## src/rtl/systolic_feeder.sv

```systemverilog
// Edge feeder for the NxN seq_pe array: weight preload, skewed activation streaming, zero drain.
// Optional stall counter built only when FEEDER_BUBBLE_CNT_EN is defined.
module systolic_feeder #(
    parameter int N     = 4,
    parameter int WBITS = 8
) (
    input  logic               clk,
    input  logic               reset,
    input  logic               start,
    input  logic [N*WBITS-1:0] w_row,
    input  logic               w_valid,
    output logic               w_ready,
    input  logic [N*WBITS-1:0] act_vec,
    input  logic               act_valid,
    input  logic               act_last,
    output logic               act_ready,
    output logic               pe_load,
    output logic [N*WBITS-1:0] pe_stat_out,
    output logic [N*WBITS-1:0] pe_pass_out,
    output logic [N-1:0]       lane_tag,
    output logic               busy,
    output logic               done,
    output logic [15:0]        bubble_cnt
);

    localparam int CW = $clog2(2 * N) + 1;
    localparam logic [CW-1:0] ROW_LAST   = CW'(N - 1);
    localparam logic [CW-1:0] DRAIN_LAST = CW'(2 * N - 2);

    localparam logic [1:0] S_IDLE   = 2'd0;
    localparam logic [1:0] S_LOAD_W = 2'd1;
    localparam logic [1:0] S_STREAM = 2'd2;
    localparam logic [1:0] S_DRAIN  = 2'd3;

    logic [1:0]         r_state;
    logic [1:0]         w_state_nxt;
    logic [CW-1:0]      r_row_cnt;
    logic [CW-1:0]      r_drain_cnt;
    logic               w_start_acc;
    logic               w_w_acc;
    logic               w_a_acc;
    logic [N*WBITS-1:0] w_inj_data;

    assign w_start_acc = (r_state == S_IDLE) && start;
    assign w_w_acc     = (r_state == S_LOAD_W) && w_valid;
    assign w_a_acc     = (r_state == S_STREAM) && act_valid;

    // Anything not accepted in STREAM enters the skew pipeline as a zero bubble
    assign w_inj_data  = w_a_acc ? act_vec : '0;

    // Next-state decode for the job sequence
    always_comb begin
        w_state_nxt = r_state;
        case (r_state)
            S_IDLE: begin
                if (start) w_state_nxt = S_LOAD_W;
                else       w_state_nxt = S_IDLE;
            end
            S_LOAD_W: begin
                if (w_w_acc && (r_row_cnt == ROW_LAST)) w_state_nxt = S_STREAM;
                else                                    w_state_nxt = S_LOAD_W;
            end
            S_STREAM: begin
                if (w_a_acc && act_last) w_state_nxt = S_DRAIN;
                else                     w_state_nxt = S_STREAM;
            end
            S_DRAIN: begin
                if (r_drain_cnt == DRAIN_LAST) w_state_nxt = S_IDLE;
                else                           w_state_nxt = S_DRAIN;
            end
            default: w_state_nxt = S_IDLE;
        endcase
    end

    // State register plus row and drain counters
    always_ff @(posedge clk) begin
        if (reset) begin
            r_state     <= S_IDLE;
            r_row_cnt   <= '0;
            r_drain_cnt <= '0;
        end else begin
            r_state <= w_state_nxt;
            if (w_start_acc)  r_row_cnt <= '0;
            else if (w_w_acc) r_row_cnt <= r_row_cnt + CW'(1);
            else              r_row_cnt <= r_row_cnt;
            if (w_a_acc && act_last)      r_drain_cnt <= '0;
            else if (r_state == S_DRAIN)  r_drain_cnt <= r_drain_cnt + CW'(1);
            else                          r_drain_cnt <= r_drain_cnt;
        end
    end

    // Lane i gets i+1 stages so the array sees a diagonal wavefront
    for (genvar gi = 0; gi < N; gi++) begin : g_lane
        logic [WBITS-1:0] r_d [0:gi];
        logic             r_t [0:gi];

        // Per-lane skew shift register for data and tag
        always_ff @(posedge clk) begin
            if (reset) begin
                for (int k = 0; k <= gi; k++) begin
                    r_d[k] <= '0;
                    r_t[k] <= 1'b0;
                end
            end else begin
                r_d[0] <= w_inj_data[gi*WBITS +: WBITS];
                r_t[0] <= w_a_acc;
                for (int k = 1; k <= gi; k++) begin
                    r_d[k] <= r_d[k-1];
                    r_t[k] <= r_t[k-1];
                end
            end
        end

        assign pe_pass_out[gi*WBITS +: WBITS] = r_d[gi];
        assign lane_tag[gi]                   = r_t[gi];
    end

`ifdef FEEDER_BUBBLE_CNT_EN
    logic [15:0] r_bubble_cnt;

    // Saturating count of empty STREAM slots; holds through DRAIN/IDLE until next start
    always_ff @(posedge clk) begin
        if (reset) begin
            r_bubble_cnt <= 16'h0000;
        end else if (w_start_acc) begin
            r_bubble_cnt <= 16'h0000;
        end else if ((r_state == S_STREAM) && !act_valid && (r_bubble_cnt != 16'hFFFF)) begin
            r_bubble_cnt <= r_bubble_cnt + 16'h0001;
        end else begin
            r_bubble_cnt <= r_bubble_cnt;
        end
    end

    assign bubble_cnt = r_bubble_cnt;
`else
    assign bubble_cnt = 16'h0000;
`endif

    // Weight load is a same-cycle pass-through so the PE chain shifts on the handshake
    assign w_ready     = (r_state == S_LOAD_W);
    assign act_ready   = (r_state == S_STREAM);
    assign pe_load     = w_w_acc;
    assign pe_stat_out = w_w_acc ? w_row : '0;
    assign busy        = (r_state != S_IDLE);
    assign done        = (r_state == S_DRAIN) && (r_drain_cnt == DRAIN_LAST);

endmodule

```

## config.mk

```make
export PLATFORM = sky130hd
export DESIGN_NAME = systolic_feeder
export DESIGN_NICKNAME = d
export VERILOG_FILES = /design/src/rtl/systolic_feeder.sv
export SDC_FILE = /design/constraint.sdc
export NUM_CORES = 1
export LEC_CHECK = 0
export CAP_MARGIN = 10
export CORE_ASPECT_RATIO = 1.1
export CORE_MARGIN = 2
export CORE_UTILIZATION = 42
export CTS_BUF_LIST = sky130_fd_sc_hd__clkbuf_4
export CTS_CLUSTER_DIAMETER = 150
export DETAILED_ROUTE_END_ITERATION = 7
export GPL_ROUTABILITY_DRIVEN = 0
export GPL_TIMING_DRIVEN = 0
export PLACE_DENSITY = 0.82
export SETUP_SLACK_MARGIN = 0.5
export SKIP_LAST_GASP = 1
export SYNTH_ARGS = -nofsm -noshare
export SYNTH_HDL_FRONTEND = slang
export SYNTH_SLANG_ARGS = --single-unit
export TNS_END_PERCENT = 30
```

## constraint.sdc

```tcl
create_clock -name clk -period 1.5 [get_ports clk]
set_input_delay 0.225 -clock clk [delete_from_list [all_inputs] [get_ports clk]]
set_output_delay 0.225 -clock clk [all_outputs]
set_load 0.02 [all_outputs]
```

==> run summary, run 1 <==
The final count of pins violating max slew is 0. The total design power came out at around 4.6 mW. The final setup skew came out at 0.0106 ns.

The number of antenna violations at the first check in global routing came out at 0. Setup repair after global routing could not meet its margin everywhere. Dividing the final minimum period by the clock period gives 1.15. The number of buffers added by the clock tree synthesis step is 9. The minimum clock period after layout came out at 1.72 ns. The post-synthesis average cell area came out at 10.6 µm². The total number of yosys warnings is 0. The wire length reported by the detailed router is 7.09 mm. For this run, the register share of the synthesized area comes to 0.561. For this configuration, the core starts out at a cell density of 0.429. The final layout contains 570 nets. The critical path in this run is classified as flop to output pin. The category of the worst setup path capture point is an output pin. The cell area that synthesis handed to floorplanning was 3350 µm². The final instance area is 5430 µm². The worst-case IR drop observed on VDD is approximately 0.58 mV.

The post-route non-filler standard cell count came out at 610. Yosys mapped the design onto 34 distinct sky130hd cell types. TritonCTS built the clock tree. The min-delay analysis places its worst path in the category input port to flop. For the worst setup path, the data required time is 1.27 ns.

Clock tree synthesis selected as its root buffer the cell sky130_fd_sc_hd__clkbuf_4. The run finished, with violations left. The power density normalized to cell area came out at 844 nW/µm². The worst setup path is launched from a flop.

Setup violations remaining at the end of the flow were counted as 99. The proportion of layout cells with a drive suffix above 1 is 0.343. The worst path arrival time came out at 1.49 ns. The async set-or-reset flop fraction in the synthesized netlist came out at 0. The critical path goes through buf_8, nand3b_4, inv_6, clkbuf_8, and2_4, buf_6.

The number of top-level design ports came out at around 160. The number of endpoints with negative hold slack in the final report is 0. The count of flip-flops with a built-in enable after synthesis came out at 0. After layout, the worst setup slack is -0.218 ns.

From bottom edge to top edge, the die measures 97.7 µm. Timing would allow up to 582 MHz. The first-pass GRT wire length is around 11 mm.

The number of diodes added for antenna fixing is 0. After detailed placement, the design holds a cell count of around 580. Counting every instance in the synthesized netlist gives 315. The iteration-0 DRC count of the detailed router came out at between 90 and 100.

On the final layout, the worst hold slack is about 0.094 ns. The total vias in the final route is 2,500. Entering global routing, the biggest net connects 17 pins. The synthesis-stage register bit count came out at 94. For this design the static power due to leakage is 2.42 nW.

The biggest cell delay along the critical path is 0.36 ns. The clock tree synthesis step divided the H-tree into 3 levels. The final reports fail on negative setup slack. The overall die area is 8720 µm². The die span in x is 89.2 µm. The most used flip-flop cell after synthesis is sky130_fd_sc_hd__dfxtp_1. In this run the tool buffered the top-level ports with 141 buffer cells. The number of sinks handled by clock tree synthesis came out at between 90 and 100. The final cell utilization of the core came out at 0.694. The uppermost metal layer occupied by signal nets is met4. The length of routed met3 wiring came out at 681 µm. The slowest stage of the critical path is the sky130_fd_sc_hd__dfxtp_2 cell. In the global route stage, overall resource usage came out at 0.159. Global routing finished with a remaining overflow of 0.

The largest fanout on the critical path is 5. The HPWL after detailed placement is 5.36 mm. Row generation in the floorplan step produced 34 rows. The first detailed-routing pass ran for 4 iterations. The core box area is 7830 µm². The max-cap violation count is 0. The via count of the first global-routing pass is 2,460. The register clock-pin slew on the reported worst setup and hold paths is 0.14 ns. The detailed router put a total of around 2.5 mm of wire on met1. The area growth from synthesis to final layout came out at 61.9%. The detailed route wirelength on metal2 is 3.69 mm. The total DRC errors in the routed layout is 0. After detailed routing, the number of vias per cell comes to 4.10. The total cell area at the placement stage is 5100 µm². The wire length per cell came out at 11.6 µm. The worst-skew pair later-pin latency came out at 0.43 ns. The largest buffer count on any clock path is 2.

The residual antenna-violating net count after detailed routing came out at 0.
==> per-stage QoR <==
step,setup TNS (ns),setup WS [ns]
after global placement,-19.15,-0.628
after CTS,-15.68,-0.267
final,-12.34,-0.218
after floorplan,0,0.330
after detailed placement,-19.88,-0.648
after global routing,-20.11,-0.321
==> cells in the mapped netlist, types with 2 or more instances <==
master	count	share of area
sky130_fd_sc_hd__buf_4	44	0.098
sky130_fd_sc_hd__nor2_1	5	0.0056
sky130_fd_sc_hd__nand2_1	3	0.0034
sky130_fd_sc_hd__buf_6	5	0.017
sky130_fd_sc_hd__and2_1	64	0.12
sky130_fd_sc_hd__buf_2	2	0.0030
sky130_fd_sc_hd__xor2_1	2	0.0052
sky130_fd_sc_hd__or3_1	2	0.0037
sky130_fd_sc_hd__clkbuf_1	6	0.0067
sky130_fd_sc_hd__ha_1	3	0.011
sky130_fd_sc_hd__nor2b_1	51	0.095
sky130_fd_sc_hd__nand3_1	4	0.0060
sky130_fd_sc_hd__inv_1	4	0.0045
sky130_fd_sc_hd__xnor2_1	2	0.0052
sky130_fd_sc_hd__o21ai_0	2	0.0030
sky130_fd_sc_hd__nor3_1	2	0.0030
sky130_fd_sc_hd__dfxtp_1	94	0.56
sky130_fd_sc_hd__a21oi_1	4	0.0060
==> layout by cell type, fill, tap and decap left out, drive strengths merged, types with 3 or more instances in the layout <==
master and n:
a21oi 4, and2 64, buf 103, clkbuf 18
clkdlybuf4s50 101, conb 16, dfxtp 94, ha 3
inv 8, nand2 4, nand3 4, nor2 5
nor2b 52, o21ai 3
==> layer usage <==
layer  vias to the layer above  global-route usage
met4                         0              0.0769
li1                       1275                   -
met5                         -                   0
met3                        18              0.0575
met2                       110               0.280
met1                      1097               0.160
==> report_power, final <==
group          internal [mW]  switching, mW  total (mW)
Combinational          0.333          0.208       0.541
Sequential              2.50        0.00284        2.50
Clock                  0.713          0.823        1.54
Total                   3.55           1.03        4.58
==> worst paths after layout <==
| path | start | to | slack [ns] | depth (start not counted) |
|---|---|---|---|---|
| setup / recovery | r_state[0]$_SDFF_PP0_ | pe_stat_out[11] | -0.22 | 6 |
| hold / removal | reset | g_lane[3].r_t[3]$_SDFF_PP0_ | 0.09 | 2 |
| setup reg to reg | r_state[0]$_SDFF_PP0_ | g_lane[1].r_d[0][6]$_SDFF_PP0_ | -0.04 | 8 |
| hold reg to reg | g_lane[2].r_d[0][9]$_SDFF_PP0_ | g_lane[2].r_d[0][17]$_SDFF_PP0_ | 0.44 | 1 |
==> sequential cells by signal, summed over array words and instances, names as in the netlist <==
name,flops
g_lane.r_d,80
g_lane.r_t,4
r_drain_cnt,4
r_row_cnt,4
r_state,2
==> worst max-delay path: cells and delay by family, from the launching register on <==
family,cells,cell delay (ns)
and+or+nand+nor,2,0.25
buffers and inverters,4,0.47
DFF,1,0.36
==> kinds of logic after synthesis <==
group | share of synthesized area
and+or+nand+nor | 0.259
AOI/OAI and AO/OA | 0.0250
xor gates and xnor gates | 0.0104
buffers and inverters | 0.132
adders and majority gates | 0.0112
other | 0.00112
DFF | 0.561
==> area by class of cell <==
type,instances,area [µm²]
Timing Repair Buffer,155,1540
Multi-Input combinational cell,173,1190
Inverter,5,23.8
Sequential cell,94,1890
Clock inverter,6,93.8
Timing Repair inverter,1,6.26
Tap cell,108,135
Clock buffer,10,75.1
Fill cell,613,2400
Buffer,58,469
==> what timing repair did <==
action                                  in CTS  in global routing
resized for setup                          205                 34
pin swaps                                    1                  0
hold buffers                                 0                  0
setup buffers                                6                  6
cloned                                       3                  0
endpoints found under the setup margin     114                116
(Power assumes the default switching activity.)
==> run 2, diff against run 1 <==
Settings changed: CORE_MARGIN 2 to 8, CORE_UTILIZATION 42 to 41, CTS_BUF_LIST sky130_fd_sc_hd__clkbuf_4 to unset, HOLD_SLACK_MARGIN set to 0.05, PLACE_DENSITY 0.82 to 0.8.
==> run summary, run 2 (same netlist as run 1, synthesis figures left out) <==
The worst path arrival time is 1.41 ns. The worst-skew pair later-pin latency is around 0.35 ns. The logic gate share of total power came out at 0.120.

Clock-pin slew was measured on the worst setup and hold paths at 0.09 ns. The post-placement cell count is 579. The library cell used most frequently in the layout, excluding fill and tap cells, is sky130_fd_sc_hd__clkdlybuf4s50_1. In this run the most critical hold path is launched from reset. Counting the fill cells in the layout gives around 640. After floorplanning, the core was sized to cover approximately 8000 µm².

The category of the worst setup path capture point is an output pin. The first global-routing pass estimated approximately 13 mm of wire. The detailed-route vias per instance is 4.11. The minimum clock period after layout is 1.64 ns. The number of diodes added for antenna fixing is 0.

The maximum number of pins on one net before global-route repair came out at 17. The peak clock frequency supported by timing is 611 MHz. The HPWL after detailed placement is around 6.4 mm.

The kind of start point of the critical path is a flop. Once layout is complete, the cells apart from fillers number 609. The type of the worst min-delay path is input port to flop. The start of the worst register-to-register path is r_state[0]$_SDFF_PP0_. Across all setup checks in the final design, the least slack found is -0.136 ns.

The wire length reported by the detailed router came out at just over 8 mm. The worst-case register-to-register setup slack is around 0.030 ns. In this run the deepest clock path goes through 2 buffers. The total DRC errors in the routed layout came out at 0. The iteration-0 DRC count of the detailed router came out at 71. The total vias in the final route is 2,506. The max-cap violation count came out at 0. Of the total power, the share spent switching nets is 0.235. Dividing the final minimum period by the clock period gives 1.09. Global routing finished with a remaining overflow of 0.

The number of endpoints failing setup at the final stage came out at between 60 and 70. The number of flip-flops under the largest register name came out at 80. The setup path with the least slack is of type flop to output pin. The post-route setup TNS is -6.05 ns. The worst-case IR drop observed on VDD is 0.737 mV.

The wire length per cell came out at 13.6 µm. The count of standard-cell rows is 34. The hold-critical path endpoint is g_lane[3].r_d[0][10]$_SDFF_PP0_. The die span in x came out at 102 µm. The combined global-route utilization of all metal layers is 0.145. The final cell utilization of the core came out at 0.688. The starting utilization of the core area came out at 0.424. Setup repair after global routing could not meet its margin everywhere. The residual antenna-violating net count after detailed routing is 0. Measured along the y axis, the die boundary spans 111 µm. The final instance area is around 5400 µm². The endpoint of the worst-slack reg-to-reg timing path is g_lane[3].r_d[0][7]$_SDFF_PP0_. The number of endpoints with negative hold slack in the final report came out at 0. The number of sinks handled by clock tree synthesis is 94.

The number of clock buffers added by TritonCTS is 9. The net total in the final layout is 569. Cell internal power was estimated by the tool at 3.49 mW. The largest fanout on the critical path is 10. The total cell area at the placement stage is about 5100 µm². The count of port buffers added during placement came out at 141. In the final layout, the share of cells above drive strength 1 is 0.341. Data on the critical path is required at its endpoint by 1.27 ns. Of the total power, the clock network draws 0.332.

The total design power came out at 4.56 mW. The worst-case reg-to-reg path depth is 7. The number of top-level design ports came out at ~160.

The register name with the most flops is g_lane.r_d. The part of the total power dissipated in sequential elements came out at 0.548. The cell depth of the worst hold path is 2. TritonCTS built the clock tree. The final setup skew came out at about 0.011 ns. Dividing total power by cell area gives a power density of 838 nW/µm². The static leakage came out at 2.41 nW. The flow ran to the end, but the final reports show violations. The worst hold slack after final layout came out at 0.193 ns. The net switching power came out at 1.07 mW.

The checks that failed: negative setup slack. The root buffer cell chosen for the clock tree is sky130_fd_sc_hd__clkbuf_8. The via count of the first global-routing pass came out at 2,623. The area growth from synthesis to final layout came out at 62.3%. The number of antenna violations at the first check in global routing is 0. Prior to clock tree synthesis, the placed netlist has a worst setup slack of -0.652 ns. The overall die area is between 10,000 and 15,000 µm². The final count of pins violating max slew is 0. Leaving out fill and tap cells, the most frequent cells in the layout are sky130_fd_sc_hd__clkdlybuf4s50_1 (102), sky130_fd_sc_hd__dfxtp_1 (88), sky130_fd_sc_hd__buf_4 (61).

The H-tree was split into 3 levels. The detailed-router iteration count before antenna repair came out at 4.
run 2: changes by cell type in the layout (fill, tap and decap cells not counted), sizes merged:
cell	change
clkdlybuf4s50	+1
bufinv	-2
inv	+1
dlygate4sd2	-1
buf	-3
clkbuf	+2
clkinv	+1
run 2: worst max-delay path by stage:
stage          slack [ns]                  start  cells after the start              end
6_report            -0.14  r_state[0]$_SDFF_PP0_                      6  pe_stat_out[30]
5_1_grt             -0.20  r_state[0]$_SDFF_PP0_                      6  pe_stat_out[24]
4_1_cts             -0.16  r_state[0]$_SDFF_PP0_                      6  pe_stat_out[30]
3_5_place_dp        -0.65                w_valid                      6  pe_stat_out[19]
3_3_place_gp        -0.63                w_valid                      6   pe_stat_out[4]
2_1_floorplan        0.33  r_state[0]$_SDFF_PP0_                      5  pe_stat_out[10]
run 2: cell type report:
type	instances	area, µm²	area share
timing repair inverter	1	3.75	0.000689
clock buffer	10	138	0.0253
timing repair buffer	154	1540	0.283
buffer	58	464	0.0853
clock inverter	6	43.8	0.00804
multi-input combinational	173	1200	0.221
inverter	5	23.8	0.00437
sequential	94	1890	0.347
tap	108	135	0.0248
run 2: power by group through the flow:
stage | sequential [mW] | clock [mW] | combinational (mW)
3_5_place_dp | 2.56 | 0 | 0.499
2_1_floorplan | 2.56 | 0 | 0.229
5_1_grt | 2.50 | 1.66 | 0.584
6_report | 2.50 | 1.52 | 0.549
3_3_place_gp | 2.56 | 0 | 0.492
4_1_cts | 2.50 | 1.56 | 0.542
run 2: critical path: stages (launching register included):
cell and delay [ns]:
sky130_fd_sc_hd__dfxtp_2 0.34, sky130_fd_sc_hd__buf_8 0.12, sky130_fd_sc_hd__nand3b_4 0.11, sky130_fd_sc_hd__inv_6 0.10
sky130_fd_sc_hd__buf_8 0.13, sky130_fd_sc_hd__and2_4 0.13, sky130_fd_sc_hd__buf_4 0.13
run 2: repair_timing:
| item | 4_1_cts | 5_1_grt |
|---|---|---|
| resized for setup | 208 | 25 |
| hold buffers | 0 | 0 |
| pin swaps | 2 | 0 |
| endpoints found under the setup margin | 114 | 116 |
| gates cloned | 3 | 0 |
| setup buffers | 10 | 1 |
run 2: per-layer routing:
| layer | track usage | share of wire | vias to the layer above |
|---|---|---|---|
| li1 | - | - | 1270 |
| met1 | 0.136 | 0.36 | 1115 |
| met3 | 0.0584 | 0.10 | 11 |
| met2 | 0.263 | 0.52 | 110 |
| met5 | 0 | 0 | - |
| met4 | 0.0647 | 0.017 | 0 |
==> run 3, diff against run 2 <==
Settings changed: CORE_UTILIZATION 41 to 44, PLACE_DENSITY 0.8 to 0.85.
Clock period 1.5 ns to 2 ns, I/O delays scaled along.
==> run summary, run 3 (same netlist as run 1, synthesis figures left out) <==
The static leakage came out at 2.40 nW. The HPWL after detailed placement came out at 6.07 mm. The number of flip-flops under the largest register name came out at 80. The number of endpoints with negative hold slack in the final report is 0. In the layout the commonest cells are sky130_fd_sc_hd__clkdlybuf4s50_1 (103), sky130_fd_sc_hd__dfxtp_1 (90), sky130_fd_sc_hd__buf_4 (53). The worst-skew pair later-pin latency came out at 0.35 ns. The number of buffers added by the clock tree synthesis step came out at 9. The number of antenna violations at the first check in global routing came out at 0. The cell that appears most often on the critical path is sky130_fd_sc_hd__buf_6. The critical path is of the flop to output pin type. The number of endpoints failing setup at the final stage is 0. The most frequent standard cell in the layout excluding fill and tap cells is sky130_fd_sc_hd__clkdlybuf4s50_1. The repair_antennas step left the layout with diodes totalling 0. The minimum clock period after layout came out at 1.71 ns. The kind of start point of the critical path is a flop. The final cell utilization of the core is 0.729. The largest buffer count on any clock path came out at 2. The iteration-0 DRC count of the detailed router came out at 48. The maximum number of pins on one net before global-route repair is 18. The combined global-route utilization of all metal layers is 0.147.

Setup repair after global routing could not meet its margin everywhere. The overall die area is roughly 11,000 µm². The post-route non-filler standard cell count came out at 587. The proportion of layout cells with a drive suffix above 1 is 0.322. Walking the worst path, the cells encountered are buf_6, nand3b_4, inv_8, buf_8, and2_4, buf_6.

The register clock-pin slew on the reported worst setup and hold paths came out at 0.10 ns. The total cell area at the placement stage came out at roughly 4900 µm². 159 I/O pins were placed. TritonCTS built the clock tree. The via count of the first global-routing pass is 2,612. The category of the worst setup path capture point is an output pin. The final worst slack came out at 0.288 ns. The largest fanout on the critical path came out at 6. The starting utilization of the core area is 0.451. The run finished with clean final reports. The H-tree was split into 3 levels. The vertical die dimension came out at 108 µm.

The max-cap violation count came out at 0. More flip-flops sit in one register than any other, and that register is g_lane.r_d. The count of standard-cell rows came out at 33. The total DRC errors in the routed layout is 0.

The net total in the final layout is 568. The data required time of the worst path is approximately 1.7 ns. For the worst setup path, the data arrival time is 1.41 ns. The core box area is 7430 µm². The power density normalized to cell area came out at 656 nW/µm².

The first TritonRoute pass finished after 4 iterations. Summing over every cut layer, the via total after detailed routing is 2,521. After detailed routing, the average wire length per cell comes to roughly 14 µm. The peak clock frequency supported by timing came out at 584 MHz. CTS placed an instance of sky130_fd_sc_hd__clkbuf_8 at the clock tree root. The die span in x is 99.3 µm. The wire length reported by the detailed router is 8.17 mm.

The residual antenna-violating net count after detailed routing is 0. The critical path's slowest cell is sky130_fd_sc_hd__dfxtp_2. The placement-stage worst setup slack came out at -0.421 ns. The post-route setup TNS is 0 ns. The largest voltage drop on the vdd net came out at 0.462 mV. The count of buffers added on input and output ports is 141. For this run, the slowest stage of the critical path takes 0.34 ns. The final count of pins violating max slew is 0. The final setup skew is 0.0101 ns. The post-route clock period utilization came out at 0.856.

CTS saw 94 sinks. For this run the aggregate overflow at the end of global routing stands at 0. The cell depth of the worst hold path came out at 2. The number of cells on the worst reg-to-reg path is 6. The post-placement cell count came out at 558. The first-pass GRT wire length is 12.3 mm. The area growth from synthesis to final layout came out at 61.6%.

The final instance area came out at 5420 µm². The path class of the tightest hold or removal check is input port to flop. In this run, post-CTS hold repair placed 0 buffers. The detailed-route vias per instance came out at 4.29.
==> run 3: power breakdown <==
group	leakage, nW	total (mW)	switching, mW	internal [mW]
clock network	0.105	1.28	0.677	0.603
logic	1.54	0.400	0.159	0.241
registers	0.759	1.87	0.00213	1.87
total	2.40	3.55	0.839	2.72
==> run 3: timing repair <==
action                                  in CTS  in global routing
pin swaps                                   10                 15
endpoints found under the setup margin      73                 73
gates resized for setup                    231                 31
gates cloned                                 4                  1
buffers inserted                             4                  4
==> run 3: final timing paths <==
path / from / to / slack (ns)
worst max-delay path: r_state[0]$_SDFF_PP0_ / pe_stat_out[8] / 0.29
worst min-delay path: reset / g_lane[3].r_d[0][10]$_SDFF_PP0_ / 0.26
worst max register to register: r_drain_cnt[0]$_SDFFE_PP0P_ / r_state[1]$_SDFF_PP0_ / 0.66
worst min register to register: g_lane[2].r_d[0][8]$_SDFF_PP0_ / g_lane[2].r_d[0][16]$_SDFF_PP0_ / 0.44
==> run 3: worst max-delay path, delay by kind of cell (launching register included) <==
family	cells	cell delay [ns]
buffers and inverters	4	0.46
and+or+nand+nor	2	0.26
DFF	1	0.34
==> run 3: layout make-up <==
type / instances / area (µm²)
fill: 499 / 2010
sequential: 94 / 1890
timing repair buffer: 153 / 1550
multi-input combinational: 173 / 1190
buffer: 58 / 452
clock buffer: 10 / 128
tap: 87 / 109
clock inverter: 6 / 75.1
inverter: 5 / 26.3
timing repair inverter: 1 / 3.75
==> run 3: per-stage QoR <==
step	total power, mW	hold slack, ns
final	3.55	0.259
after floorplan	2.06	0.414
after global placement	2.26	0.416
after detailed placement	2.26	0.422
after global routing	3.69	0.262
after CTS	3.57	0.249
==> run 3: metal layers <==
| layer | global-route usage | wire, µm |
|---|---|---|
| met1 | 0.124 | 2630 |
| met2 | 0.265 | 4290 |
| met3 | 0.0983 | 1120 |
| met4 | 0.0584 | 128 |
| met5 | 0 | 0 |
